`config.mk`:
```
export PLATFORM = sky130hd
export DESIGN_NAME = serial_adder_n
export DESIGN_NICKNAME = d
export VERILOG_FILES = /design/src/rtl/serial_adder_n.sv
export SDC_FILE = /design/constraint.sdc
export NUM_CORES = 1
export LEC_CHECK = 0
export ABC_AREA = 0
export BUFFER_PORTS_ARGS = -buffer_cell sky130_fd_sc_hd__clkbuf_2
export CELL_PAD_IN_SITES_DETAIL_PLACEMENT = 2
export CELL_PAD_IN_SITES_GLOBAL_PLACEMENT = 2
export CORE_ASPECT_RATIO = 0.75
export CORE_MARGIN = 4
export CORE_UTILIZATION = 32
export DETAILED_ROUTE_END_ITERATION = 7
export GPL_ROUTABILITY_DRIVEN = 1
export PLACE_DENSITY = 0.86
export SLEW_MARGIN = 40
export SYNTH_ARGS = -nofsm -noshare
export SYNTH_HDL_FRONTEND = slang
export SYNTH_SLANG_ARGS = --single-unit
```
`constraint.sdc`:
```
create_clock -name clk -period 1.65 [get_ports clk]
set_clock_uncertainty 0.2 [all_clocks]
set_input_delay 0.0825 -clock clk [delete_from_list [all_inputs] [get_ports clk]]
set_output_delay 0.0825 -clock clk [all_outputs]
set_load 0.01 [all_outputs]
```
`src/rtl/serial_adder_n.sv`:
```
// Bit-serial adder/subtractor: one full-adder cell processes one operand bit
// per clock, LSB first, and the result is published when the operation completes.
module serial_adder_n #(
  parameter int WIDTH = 8
) (
  input  logic             clk,
  input  logic             rst_n,
  input  logic             start,
  input  logic             sub,
  input  logic [WIDTH-1:0] a,
  input  logic [WIDTH-1:0] b,
  input  logic             cin,
  output logic             busy,
  output logic             done,
  output logic [WIDTH-1:0] sum,
  output logic             cout,
  output logic             ovf
);

  localparam int CW = $clog2(WIDTH);
  localparam logic [CW-1:0] LAST = CW'(WIDTH - 1);

  typedef enum logic [1:0] {IDLE, RUN, DONE} state_t;

  state_t           r_state;
  state_t           w_next;
  logic [WIDTH-1:0] r_a;
  logic [WIDTH-1:0] r_b;
  logic [WIDTH-1:0] r_res;
  logic [CW-1:0]    r_cnt;
  logic             r_carry;
  logic [WIDTH-1:0] r_sum;
  logic             r_cout;
  logic             r_ovf;
  logic             w_accept;
  logic             w_last;
  logic             w_s;
  logic             w_c;

  assign w_accept = (r_state != RUN) && start;
  assign w_last   = (r_state == RUN) && (r_cnt == LAST);
  assign w_s      = r_a[0] ^ r_b[0] ^ r_carry;
  assign w_c      = (r_a[0] & r_b[0]) | (r_a[0] & r_carry) | (r_b[0] & r_carry);

  always_ff @(posedge clk or negedge rst_n) begin
    if (!rst_n) r_state <= IDLE;
    else        r_state <= w_next;
  end

  always_comb begin
    w_next = r_state;
    case (r_state)
      IDLE:    if (start) w_next = RUN;
      RUN:     if (w_last) w_next = DONE;
      DONE:    w_next = start ? RUN : IDLE;
      default: w_next = IDLE;
    endcase
  end

  // Subtraction is a + ~b + ~cin: b is inverted and the carry seeded at capture.
  always_ff @(posedge clk or negedge rst_n) begin
    if (!rst_n) begin
      r_a     <= '0;
      r_b     <= '0;
      r_res   <= '0;
      r_cnt   <= '0;
      r_carry <= 1'b0;
      r_sum   <= '0;
      r_cout  <= 1'b0;
      r_ovf   <= 1'b0;
    end else if (w_accept) begin
      r_a     <= a;
      r_b     <= b ^ {WIDTH{sub}};
      r_carry <= cin ^ sub;
      r_res   <= '0;
      r_cnt   <= '0;
    end else if (r_state == RUN) begin
      r_a     <= r_a >> 1;
      r_b     <= r_b >> 1;
      r_carry <= w_c;
      r_res   <= {w_s, r_res[WIDTH-1:1]};
      r_cnt   <= r_cnt + 1'b1;
      // On the MSB cycle r_carry is the carry into the MSB.
      if (w_last) begin
        r_sum  <= {w_s, r_res[WIDTH-1:1]};
        r_cout <= w_c;
        r_ovf  <= r_carry ^ w_c;
      end
    end
  end

  assign busy = (r_state == RUN);
  assign done = (r_state == DONE);
  assign sum  = r_sum;
  assign cout = r_cout;
  assign ovf  = r_ovf;

endmodule

```
==> impl_metrics.csv <==
group,metric,value,unit
global_route,grt_first_pass_wirelength,7562,µm
drt,dr_wl_met2,2287,µm
logic_synthesis,yosysTopAreaCell,"dfrtp_1",
clock_network,clock-sinks,39,
timing,period_share,101.9,%
timing,slew_headroom,66.08,%
run_status,violations,"negative setup slack",
setup_path,cp_max_fo,9,
drt,wl_met3,178,µm
floorplan,die_area,6812,µm²
floorplan,io_pins,33,
final_layout,final_area,2362,µm²
final_layout,diodes,0,
logic_synthesis,yosys_warnings,0,
pwr,power,0.003946,W
timing,hold_viol,0,
logic_synthesis,ys_seq_area_share,55.01,%
setup_path,critPathMaxStageDelay,0.42,ns
timing,setup_viol,9,
final_layout,fin_nets,233,
drt,wire_per_inst,15.56,µm
timing,fmax,0.5948,GHz
drt,wl_met1,1925,µm
clock_network,clock_latency,0.29,ns
pwr,powerDensity,1671,nW/µm²
floorplan,chipHeight,72.49,µm
setup_path,cp.arrival,1.66,ns
setup_path,cpMostUsedCell,"ha_4",
run_status,status,"finished with violations",
timing,finalWorstSetupSlack,-0.03136,ns
floorplan,coreArea,5353,µm²
worst_hold_path,holdPathStages,4,
place,portBuffers,32,
logic_synthesis,synth_nets,182,
clock_network,cts-root-buf,"clkbuf_8",
drt,drt-total-wl,4436,µm
place,place_area,2059,µm²
job,maxCapViolCount,0,
drt,drcViolationCount,0,
setup_path,r2r_cells,5,
final_layout,register_area,975.9,µm²
timing,finalSetupTns,-0.2483,ns
drt,first_pass_iters,6,
global_route,antenna_found_initial,0,
global_route,grt_max_degree,40,
logic_synthesis,syn_area_per_cell,11.23,µm²
place,place_ws,-0.05019,ns
logic_synthesis,synth_cell_types,23,
drt,ant_nets,0,
timing,rsz0062_at_grt,"yes",
setup_path,start_kind,"flip-flop",
place,routabilityCongestion,0.6636,
drt,dr.max_layer_used,"met4",
timing,post-route-min-period,1.681,ns
setup_path,slowest_stage,"dfrtp_1",
drt,routed_via_density,4.663,
final_layout,drive_above_1_share,29.05,%
setup_path,critical_path_class,"flip-flop to flip-flop",
setup_path,ff2ff_setup_slack,-0.03,ns
worst_hold_path,hold_class,"input port to flip-flop",
logic_synthesis,synth_area,1774,µm²
global_route,overflow,0,
pwr,leakage,1.164,nW
drt,drt_iter0_markers,37,
pwr,ir_drop,0.5717,mV
logic_synthesis,synthesis.instances,158,
global_route,grt_util_all_layers,14.56,%
logic_synthesis,synth_flop_cell,"dfrtp_1",
place,hpwl,2924,µm
clock_network,cts-htree-levels,2,
setup_path,cp-end-kind,"flip-flop",
drt,via_count,1329,
timing,worst_pin_slew,0.5088,ns
setup_path,path_cells,"ha_4, ha_4, nand3b_1, buf_12, mux2_4",
final_layout,multiInputGateArea,763.2,µm²
clock_network,clockBufferDepth,2,
logic_synthesis,synth_top_area_share,55.01,%
clock_network,cts_buffers,5,
clock_network,cts_tree,"built",
timing,maxSlewViolCount,0,
clock_network,path_clk_slew,0.08,ns
floorplan,die_x,93.98,µm
final_layout,syn2layout_area_growth,33.15,%
final_layout,fillers,571,
logic_synthesis,synth-edff-count,0,
logic_synthesis,ys_ff_latch,39,
global_route,grt_pass1_vias,1498,
logic_synthesis,synth.area.top_cells,"dfrtp_1 (55%), mux2i_1 (9.0%), o21ai_0 (7.3%)",
floorplan,initial_core_util,33.15,%
logic_synthesis,synthArstFlopShare,100.0,%
setup_path,worstPathRequired,1.63,ns
floorplan,rows,23,
==> power by group <==
group / switching (W) / total [W] / leakage, nW / internal (W)
sequential: 0.000303 / 0.00167 / 0.494 / 0.00136
combinational: 0.000718 / 0.00145 / 0.609 / 0.000733
clock: 0.000338 / 0.000828 / 0.0612 / 0.000490
==> logic make-up after synthesis <==
logic type / count (synthesis) / share of synthesized area [%]
flip-flops: 39 / 55.01
multiplexers: 25 / 16.22
AND/OR/NAND/NOR: 39 / 8.815
adder cells (fa/ha/maj): 3 / 2.539
XOR/XNOR: 10 / 4.937
AO/OA/AOI/OAI: 29 / 8.250
buffers and inverters: 13 / 4.231
==> critical path, delay by kind of cell (launching register included) <==
kind	cells	cell delay, ns
DFF	1	0.42
adders and majority gates	2	0.33
buffers and inverters	1	0.16
and+or+nand+nor	1	0.15
muxes	1	0.30
==> flip-flops by register name, indices dropped and copies added (netlist names) <==
register	flops
r_a	8
r_b	8
sum	8
r_res	7
r_cnt	3
r_state	2
cout	1
ovf	1
r_carry	1
==> synthesized netlist by cell type, types with 2 or more instances <==
| master | n |
|---|---|
| buf_2 | 4 |
| mux2i_1 | 16 |
| inv_1 | 3 |
| clkbuf_2 | 2 |
| buf_4 | 3 |
| ha_1 | 2 |
| dfrtp_1 | 39 |
| mux2_2 | 2 |
| xnor2_1 | 2 |
| mux2_4 | 7 |
| nand2_1 | 34 |
| xor2_1 | 8 |
| o21ai_0 | 26 |
==> per-stage QoR <==
stage	hold WS (ns)	instances	util (%)
detailed placement	-0.01725	262	38.48
CTS	0.002212	285	43.95
global route	0.02446	285	44.13
global placement	-0.03235	262	38.48
finish	0.02056	285	44.13
floorplan	-0.4131	158	-
==> timing repair <==
action                                 CTS  global route
resized for setup                        5             3
setup buffers                            1             0
hold buffers                            14             0
setup endpoints to repair               10            10
endpoints found under the hold margin   52             0
pin swaps                                2             0
cloned                                   0             0
==> metal layers <==
layer / GRT usage [%] / up-vias
met2: 24.78 / 27
met3: 3.731 / 4
met4: 4.808 / 0
met5: 0 / -
li1: - / 625
met1: 18.13 / 673
==> layout by cell type (no fill, tap or decap), types with 2 or more instances in the layout <==
master         count
inv_1              2
xnor2_1            2
buf_12             3
xor2_1             8
ha_4               2
nand2_1           34
o21ai_0           26
mux2_4             9
clkbuf_2          32
clkbuf_8           6
dfrtp_1           39
mux2i_1           16
dlygate4sd3_1     14
buf_4              5
==> path summary, 6_finish.rpt <==
path	startpoint	to
worst max register to register	r_cnt[0]	cout
max in group asynchronous	rst_n	r_a[7]
min in group asynchronous	rst_n	r_res[3]
worst min-delay path	cin	r_carry
worst min register to register	r_a[6]	r_a[5]
worst max-delay path	r_cnt[0]	cout
==> area by class of cell <==
| cell class | count | area share, % |
|---|---|---|
| well taps | 75 | 3.972 |
| multi-input cells | 106 | 32.31 |
| repair buffers | 54 | 16.84 |
| flip-flops and latches | 39 | 41.31 |
| inverters | 3 | 0.5826 |
| clock buffers | 6 | 3.496 |
| clock inverters | 2 | 1.483 |
No activity file was read; power rests on OpenSTA's default activity.
